### src/rtl/riscv_pkg.sv
// -----------------------------------------------------------------------------
// riscv_pkg
// Shared types for the memory arbiter: FSM state encoding and the encoding
// used to name which port owns (or is being granted) the memory bus.
// -----------------------------------------------------------------------------
package riscv_pkg;

    // Arbiter FSM states.
    typedef enum logic [1:0] {
        IDLE    = 2'd0,
        SERV_IF = 2'd1,
        SERV_D  = 2'd2
    } arb_state_e;

    // Port-owner encoding for grant decisions.
    typedef enum logic [1:0] {
        OWN_NONE = 2'd0,
        OWN_IF   = 2'd1,
        OWN_D    = 2'd2
    } port_owner_e;

    // Width of the fetch-starvation counter (STARVE_MAX must fit).
    localparam int STARVE_W = 4;

    // Width of the optional statistics counters.
    localparam int STAT_W = 32;

endpackage

### src/rtl/mem_arb_prio.sv
// -----------------------------------------------------------------------------
// mem_arb_prio
// Grant decision for the memory arbiter. Data requests win by default, but
// once STARVE_MAX consecutive data grants have been made while a fetch was
// waiting, the fetch port is served next.
//
// Ports:
//   clk, rst_n   clock, async active-low reset
//   idle_i       arbiter is in IDLE (the only state where grants happen)
//   if_req_i     instruction-fetch request
//   d_req_i      data request
//   grant_o      port granted this cycle (OWN_NONE when no grant)
// -----------------------------------------------------------------------------
module mem_arb_prio
    import riscv_pkg::*;
#(
    parameter int STARVE_MAX = 4
) (
    input  logic        clk,
    input  logic        rst_n,
    input  logic        idle_i,
    input  logic        if_req_i,
    input  logic        d_req_i,
    output port_owner_e grant_o
);

    localparam logic [STARVE_W-1:0] STARVE_LIM = STARVE_W'(STARVE_MAX);

    logic [STARVE_W-1:0] starve_cnt_q;
    logic [STARVE_W-1:0] starve_cnt_d;

    always_comb begin
        // NOTE: every output of this block gets a default first, so no path
        // leaves a signal unassigned and no latch is inferred.
        grant_o      = OWN_NONE;
        starve_cnt_d = starve_cnt_q;
        if (idle_i) begin
            if (d_req_i && (!if_req_i || (starve_cnt_q < STARVE_LIM))) begin
                grant_o = OWN_D;
                if (if_req_i) begin
                    // Fetch is being passed over: count it, saturating.
                    if (starve_cnt_q < STARVE_LIM) begin
                        starve_cnt_d = starve_cnt_q + 4'd1;
                    end
                end else begin
                    starve_cnt_d = '0;
                end
            end else if (if_req_i) begin
                grant_o      = OWN_IF;
                starve_cnt_d = '0;
            end else begin
                // No fetch waiting, nothing to be starved.
                starve_cnt_d = '0;
            end
        end
    end

    always_ff @(posedge clk or negedge rst_n) begin
        // NOTE: clocked state uses non-blocking assignments so every register
        // samples its inputs from before the edge.
        if (!rst_n) begin
            starve_cnt_q <= '0;
        end else begin
            starve_cnt_q <= starve_cnt_d;
        end
    end

endmodule

### src/rtl/mem_arbiter.sv
// -----------------------------------------------------------------------------
// mem_arbiter
// Arbitrates one memory port between an instruction-fetch port and a data
// port. One transaction at a time: a grant in IDLE registers the request onto
// m_*, which is held until m_ack; the served port sees valid/rdata
// combinationally in the m_ack cycle, then the FSM spends one IDLE cycle
// before the next grant.
//
// Optional feature: define MEM_ARB_STATS_EN to add 32-bit wrapping counters
// stat_if_grants, stat_d_grants and stat_conflicts (IDLE cycles with both
// requests pending).
//
// Ports:
//   clk, rst_n                            clock, async active-low reset
//   if_req/if_addr                        fetch request (held until if_valid)
//   if_valid/if_rdata/if_stall            fetch completion, data, waiting
//   d_req/d_we/d_addr/d_wdata             data request (held until d_valid)
//   d_valid/d_rdata/d_stall               data completion, data, waiting
//   m_req/m_we/m_addr/m_wdata             registered memory request
//   m_ack/m_rdata                         memory completion and read data
//   stat_*                                statistics (MEM_ARB_STATS_EN only)
// -----------------------------------------------------------------------------
module mem_arbiter
    import riscv_pkg::*;
#(
    parameter int ADDR_W     = 32,
    parameter int DATA_W     = 32,
    parameter int STARVE_MAX = 4
) (
    input  logic              clk,
    input  logic              rst_n,
    input  logic              if_req,
    input  logic [ADDR_W-1:0] if_addr,
    output logic              if_valid,
    output logic [DATA_W-1:0] if_rdata,
    output logic              if_stall,
    input  logic              d_req,
    input  logic              d_we,
    input  logic [ADDR_W-1:0] d_addr,
    input  logic [DATA_W-1:0] d_wdata,
    output logic              d_valid,
    output logic [DATA_W-1:0] d_rdata,
    output logic              d_stall,
    output logic              m_req,
    output logic              m_we,
    output logic [ADDR_W-1:0] m_addr,
    output logic [DATA_W-1:0] m_wdata,
    input  logic              m_ack,
    input  logic [DATA_W-1:0] m_rdata
`ifdef MEM_ARB_STATS_EN
    ,
    output logic [STAT_W-1:0] stat_if_grants,
    output logic [STAT_W-1:0] stat_d_grants,
    output logic [STAT_W-1:0] stat_conflicts
`endif
);

    arb_state_e        state_q;
    logic              m_req_q;
    logic              m_we_q;
    logic [ADDR_W-1:0] m_addr_q;
    logic [DATA_W-1:0] m_wdata_q;
    port_owner_e       grant;
    logic              idle;

    assign idle = (state_q == IDLE);

    mem_arb_prio #(
        .STARVE_MAX (STARVE_MAX)
    ) u_prio (
        .clk      (clk),
        .rst_n    (rst_n),
        .idle_i   (idle),
        .if_req_i (if_req),
        .d_req_i  (d_req),
        .grant_o  (grant)
    );

    // FSM and memory-side request registers. m_ack outside a service state
    // is ignored, which also covers an ack arriving after a reset.
    always_ff @(posedge clk or negedge rst_n) begin
        if (!rst_n) begin
            state_q   <= IDLE;
            m_req_q   <= 1'b0;
            m_we_q    <= 1'b0;
            m_addr_q  <= '0;
            m_wdata_q <= '0;
        end else begin
            case (state_q)
                IDLE: begin
                    case (grant)
                        OWN_D: begin
                            state_q   <= SERV_D;
                            m_req_q   <= 1'b1;
                            m_we_q    <= d_we;
                            m_addr_q  <= d_addr;
                            m_wdata_q <= d_wdata;
                        end
                        OWN_IF: begin
                            state_q   <= SERV_IF;
                            m_req_q   <= 1'b1;
                            m_we_q    <= 1'b0;
                            m_addr_q  <= if_addr;
                            m_wdata_q <= '0;
                        end
                        default: begin
                            state_q <= IDLE;
                        end
                    endcase
                end
                SERV_IF, SERV_D: begin
                    // Request stays registered and stable until the ack.
                    if (m_ack) begin
                        state_q <= IDLE;
                        m_req_q <= 1'b0;
                    end
                end
                default: begin
                    state_q <= IDLE;
                    m_req_q <= 1'b0;
                end
            endcase
        end
    end

    assign m_req   = m_req_q;
    assign m_we    = m_we_q;
    assign m_addr  = m_addr_q;
    assign m_wdata = m_wdata_q;

    // Completion is combinational on m_ack for the port in service only;
    // a requester that dropped its request still gets its valid pulse.
    assign if_valid = (state_q == SERV_IF) && m_ack;
    assign d_valid  = (state_q == SERV_D) && m_ack;
    assign if_rdata = if_valid ? m_rdata : '0;
    assign d_rdata  = d_valid ? m_rdata : '0;
    assign if_stall = if_req && !if_valid;
    assign d_stall  = d_req && !d_valid;

`ifdef MEM_ARB_STATS_EN
    always_ff @(posedge clk or negedge rst_n) begin
        if (!rst_n) begin
            stat_if_grants <= '0;
            stat_d_grants  <= '0;
            stat_conflicts <= '0;
        end else begin
            if (grant == OWN_IF) begin
                stat_if_grants <= stat_if_grants + 32'd1;
            end
            if (grant == OWN_D) begin
                stat_d_grants <= stat_d_grants + 32'd1;
            end
            if (idle && if_req && d_req) begin
                stat_conflicts <= stat_conflicts + 32'd1;
            end
        end
    end
`endif

endmodule

### config.mk
export PLATFORM = sky130hd
export DESIGN_NAME = mem_arbiter
export DESIGN_NICKNAME = d
export VERILOG_FILES = /design/src/rtl/riscv_pkg.sv /design/src/rtl/mem_arb_prio.sv /design/src/rtl/mem_arbiter.sv
export SDC_FILE = /design/constraint.sdc
export NUM_CORES = 1
export LEC_CHECK = 0
export CAP_MARGIN = 20
export CORE_UTILIZATION = 37
export CTS_BUF_LIST = sky130_fd_sc_hd__clkbuf_2
export DETAILED_ROUTE_END_ITERATION = 10
export GPL_ROUTABILITY_DRIVEN = 0
export GPL_TIMING_DRIVEN = 0
export HOLD_SLACK_MARGIN = 0.05
export PLACE_DENSITY_LB_ADDON = 0.3
export RECOVER_POWER = 25
export SYNTH_ARGS = -nofsm -noshare
export SYNTH_HDL_FRONTEND = slang
export SYNTH_SLANG_ARGS = --single-unit
export TNS_END_PERCENT = 5
### constraint.sdc
create_clock -name clk -period 2.4 [get_ports clk]
set_input_delay 0.48 -clock clk [delete_from_list [all_inputs] [get_ports clk]]
set_output_delay 0.48 -clock clk [all_outputs]
set_load 0.05 [all_outputs]
Word-level counts from Yosys, hierarchy flattened
Index checks and enable logic that the tools add are counted.
{ "totals": {"ff_bits": 72, "latch_bits": 0, "mem_bits_rw": 0, "rom_bits": 0, "inputBits": 134, "output_inout_bits": 134, "elab_cells": 48, "n_memories": 0} }
{ "op_classes": {"add_sub_neg": 1, "mul": 0, "div_mod_pow": 0, "magnitude_cmp": 1, "n_eq_ne": 7, "shift": 0, "muxes": 17, "n_bitwise": 0, "n_reduce_logical": 16} }
{ "ops": {"columns": ["operator", "n"], "rows": [
  ["one-hot mux 32 bit (2 select lines)", 2],
  ["2-to-1 mux 32 bit", 2],
  ["2-to-1 mux 4 bit", 3],
  ["one-hot mux 2 bit (2 select lines)", 2],
  ["2-to-1 mux 2 bit", 3],
  ["AND reduction 2 bit", 3],
  ["logical AND 1 bit", 5],
  ["adder 4 x 1 -> 4 bit, second input constant", 1],
  ["equality test 2 x 1 -> 1 bit, second input constant", 2],
  ["equality test 2 bit, second input constant", 2],
  ["less-than comparator 4 x 3 -> 1 bit, second input constant", 1],
  ["!= test 2 bit, second input constant", 2],
  ["one-hot mux 1 bit (2 select lines)", 2],
  ["OR reduction 2 bit", 2],
  ["logical NOT 1 bit", 3],
  ["2-to-1 mux 1 bit", 3],
  ["!= test 3 x 2 -> 1 bit, second input constant", 1],
  ["logical NOT 2 bit", 1],
  ["nonzero test 2 bit", 1],
  ["logical OR 1 bit", 1]
]} }

Logic depth before layout (Yosys ltp)
{ "depth": {"depth_word": 9, "depth_mapped": 11, "mapped_depth_nobuf": 8} }

Cells and area by module
From an unflattened synthesis, not the netlist that was laid out.
{ "hier_totals": {"cells_unflattened": 405, "area_unflattened_um2": 3827.4} }
{ "by_module_without_submodules": {"columns": ["mod", "n_inst", "cells_each", "area_per_inst_um2", "seq_area_each_um2"], "rows": [
  ["mem_arbiter", 1, 385, 3622.2, 1701.6],
  ["mem_arb_prio", 1, 20, 205.2, 100.1]
]} }

Worst setup path after synthesis
Ideal clock, no wire load.
{ "synth_path": {"kind": "reg2out", "from": "reg state_q[0]", "to": "out d_stall", "arrival_ps": 1727, "required_time_ps": 1920, "slack_ps": 193, "stages_incl_launch_ff": 5, "path_buffers": 0, "cell_sequence": "dfrtp_1 > inv_1 > ha_1 > and2_1 > nor2b_1"} }
{ "synth_between": {"elab_chain_cells": 4} }
{ "synth_lines": {"columns": ["item", "line", "text"], "rows": [
  ["start: declaration", "mem_arbiter.sv:58", "arb_state_e state_q;"],
  ["start signal: assignment", "mem_arbiter.sv:83", "state_q <= IDLE;"],
  ["start signal: assignment", "mem_arbiter.sv:93", "state_q <= SERV_D;"],
  ["start signal: assignment", "mem_arbiter.sv:100", "state_q <= SERV_IF;"],
  ["equality test 2 bit", "mem_arbiter.sv:134", "assign d_valid = (state_q == SERV_D) && m_ack;"],
  ["logical AND 1 bit", "mem_arbiter.sv:134", null],
  ["net d_valid", "mem_arbiter.sv:41", "output logic d_valid,"],
  ["logical NOT 1 bit", "mem_arbiter.sv:138", "assign d_stall = d_req && !d_valid;"],
  ["logical AND 1 bit", "mem_arbiter.sv:138", null],
  ["end: declaration", "mem_arbiter.sv:43", "output logic d_stall,"]
]} }
The timed path passes the listed nets, and every way through them passes these cells.

Worst setup path in the final report
{ "layout_path": {"from": "in m_ack", "to": "out if_rdata[0]"} }
{ "layout_between": {"elab_chain_cells": 2} }
{ "layout_lines": {"columns": ["item", "line", "text"], "rows": [
  ["start: declaration", "mem_arbiter.sv:48", "input logic m_ack,"],
  ["logical AND 1 bit", "mem_arbiter.sv:133", "assign if_valid = (state_q == SERV_IF) && m_ack;"],
  ["2-to-1 mux 32 bit", "mem_arbiter.sv:135", "assign if_rdata = if_valid ? m_rdata : '0;"],
  ["end: declaration", "mem_arbiter.sv:35", "output logic [DATA_W-1:0] if_rdata,"]
]} }
No other way between the ends.

==> results.json <==
{
  "status": "finished, final reports clean",
  "ant_nets": 0,
  "finalCritPeriodShare": 0.956,
  "ir_drop_v": 0.000903,
  "rsz0062_at_grt": "true",
  "arrival_ns": 1.82,
  "min_period_ns": 2.30,
  "start_util": 0.380,
  "synth.distinct_cells": 22,
  "skew_ns": 0.0192,
  "drc": 0,
  "cts_setup_buffers": 0,
  "viasPerCell": 4.86,
  "final_max_slew_viol_count": 0,
  "synth.cell_area_sq_um": 3900,
  "top_usage_layer": "met2",
  "dp_slack_ns": -0.655,
  "postSynthCellCount": 405,
  "worstHoldPathType": "reg -> reg",
  "r2r_setup_slack_ns": 0.20,
  "maxCapViolCount": 0,
  "clkSinkCount": 72,
  "core_sq_um": 10300,
  "crit_fanout": 10,
  "multiInputGateArea_sq_um": 1840,
  "drt_wl_total_um": 13000,
  "final_core_util": 0.666,
  "grt_usage": 0.240,
  "grt_util_met3": 0.0880,
  "hold_viol": 0,
  "cts-root-buf": "clkbuf_2",
  "end_kind": "primary output",
  "leakage_nw": 3.25,
  "antenna_found_initial": 0,
  "drive_above_1_share": 0.216,
  "port_buffers": 267,
  "worst_pin_slew_ns": 0.962,
  "via_count": 4012,
  "setup_violations": 0,
  "clock_path_buffers": 2,
  "num_rows": 37,
  "cts_tree": "yes",
  "power_density_nw_per_um2": 1270,
  "gr-total-overflow": 0,
  "critPathLaunchType": "input port",
  "die_h_um": 105,
  "register_area_sq_um": 1800,
  "worstSetupPathType": "in -> out",
  "synthToLayoutAreaGrowth_pct": 75.4,
  "ys_ff_latch": 72,
  "use_met2": 0.469,
  "io_pins": 268,
  "yosysSeqAreaShare": 0.462,
  "relSlewSlack": 0.359,
  "grt_pass1_vias": 4189,
  "yosys_warnings": 0,
  "dp.cells": 809,
  "syn-num-nets": 545,
  "grt_pass1_wl_um": 20600,
  "required_ns": 1.92,
  "use_met1": 0.230,
  "routedWlPerCell_um": 15.7,
  "syn_area_per_cell_sq_um": 9.64,
  "instances_no_fill": 826,
  "setup_slack_ns": 0.105,
  "antenna_cells": 0,
  "dieArea_sq_um": 11000,
  "nFillCells": 853,
  "finalSetupTns_ns": 0,
  "grt_max_degree": 40,
  "cts_made_buffers": 9,
  "clk_pin_slew_ns": 0.17,
  "max_freq_ghz": 0.436,
  "die_w_um": 105,
  "dp_hpwl_um": 10600,
  "drtPass1Iterations": 4,
  "final_net_count": 825,
  "htree_levels": 3,
  "drt_iter0_drc": 182,
  "clkLatencyLatePin_ns": 0.51
}
power breakdown:
group,switching (mW),total [mW],internal [mW]
registers,0.300,2.07,1.77
clock network,0.429,0.766,0.337
logic,3.78,5.84,2.06
total,4.50,8.67,4.17
logic make-up (layout without fill, tap and decap cells):
kind of cell             count (synthesis)  count (layout)  synth area share
buffers and inverters                   41             326            0.0689
adder cells (fa/ha/maj)                  6               6            0.0192
AND/OR/NAND/NOR                        182             182             0.245
multiplexers                            32              32            0.0821
AO/OA/AOI/OAI                           72              72             0.123
flip-flops                              72              72             0.462
cell type report:
cell class | instances | area share
well taps | 136 | 0.0249
flip-flops and latches | 72 | 0.263
clock inverters | 7 | 0.0126
multi-input cells | 292 | 0.269
plain buffers | 35 | 0.0404
repair buffers | 269 | 0.380
inverters | 6 | 0.00329
clock buffers | 9 | 0.00658
routing by layer:
metal / routed length (um) / vias to the layer above / part of all wire
met5: 0 / - / 0
li1: - / 1936 / -
met3: 1190 / 20 / 0.091
met4: 283 / 0 / 0.022
met2: 7100 / 170 / 0.55
met1: 4410 / 1886 / 0.34
worst paths after layout:
kind,from,end,cells after the start
worst max-delay path,m_ack,if_rdata[0],5
worst min-delay path,m_addr[28],m_addr[28],2
worst max register to register,state_q[1],m_wdata[12],11
worst min register to register,m_addr[28],m_addr[28],2
max in group asynchronous,rst_n,m_addr[22],3
min in group asynchronous,rst_n,m_wdata[22],2
synth_stat cells:
cell / number / area [sq um]
nand3_1: 4 / 20.0
dfrtp_1: 72 / 1800
and3_1: 65 / 407
nand2b_1: 33 / 206
o22a_1: 1 / 8.76
buf_4: 2 / 15.0
nand2b_2: 1 / 8.76
o22ai_1: 3 / 18.8
nor2_1: 2 / 7.51
inv_1: 6 / 22.5
mux2i_1: 32 / 320
o21ai_0: 8 / 40.0
nor2b_1: 4 / 25.0
buf_6: 14 / 158
o21ai_2: 30 / 263
buf_2: 2 / 10.0
o21ai_1: 30 / 150
nand2_1: 70 / 263
nand4_1: 1 / 6.26
and2_1: 2 / 12.5
clkbuf_1: 17 / 63.8
ha_1: 6 / 75.1
cell usage in the layout, fill, tap and decap left out:
cell             Yosys  layout
and3_4               0       1
nor2b_1              4       4
clkinv_1             0       2
dlygate4sd3_1        0       1
clkdlybuf4s15_2      0       4
clkdlybuf4s50_1      0     198
bufinv_16            0       2
nand2_1             70      70
clkbuf_1            17       5
and3_1              65      64
o22ai_1              3       3
clkbuf_2             0      16
nand2b_2             1       1
inv_1                6       6
clkbuf_4             0       5
o21ai_1             30      30
ha_2                 0       3
o21ai_0              8       8
o21ai_2             30      30
buf_6               14      35
nand2b_1            33      33
clkinv_2             0       2
nand4_1              1       1
buf_2                2       6
nor2_1               2       2
mux2i_1             32      32
ha_1                 6       3
dfrtp_1             72      72
nand3_1              4       4
clkinv_4             0       1
and2_1               2       2
buf_4                2      43
o22a_1               1       1
flip-flops by register name, summed over array words and instances (netlist names):
| name | cells |
|---|---|
| state_q | 2 |
| m_we | 1 |
| m_wdata | 32 |
| m_addr | 32 |
| u_prio.starve_cnt_q | 4 |
| m_req | 1 |
through the flow:
stage | hold WS (ns) | power [mW] | cell area, sq um
floorplan | 0.184 | 5.95 | 3900
global placement | 0.461 | 7.84 | 6750
detailed placement | 0.458 | 7.95 | 6760
CTS | 0.402 | 8.70 | 6740
global route | 0.432 | 9.15 | 6850
finish | 0.498 | 8.67 | 6850
critical path, cell delays in order:
cell and delay (ns):
clkdlybuf4s50_1 0.50, buf_2 0.21, clkbuf_2 0.20, and3_1 0.16
buf_2 0.26
timing repair:
action	CTS	global route
endpoints found under the setup margin	68	70
pin swaps	0	0
cloned	0	0
hold buffers	1	0
endpoints found under the hold margin	33	0
resized for setup	391	64
Note: power is estimated with default switching activity, not from simulation.
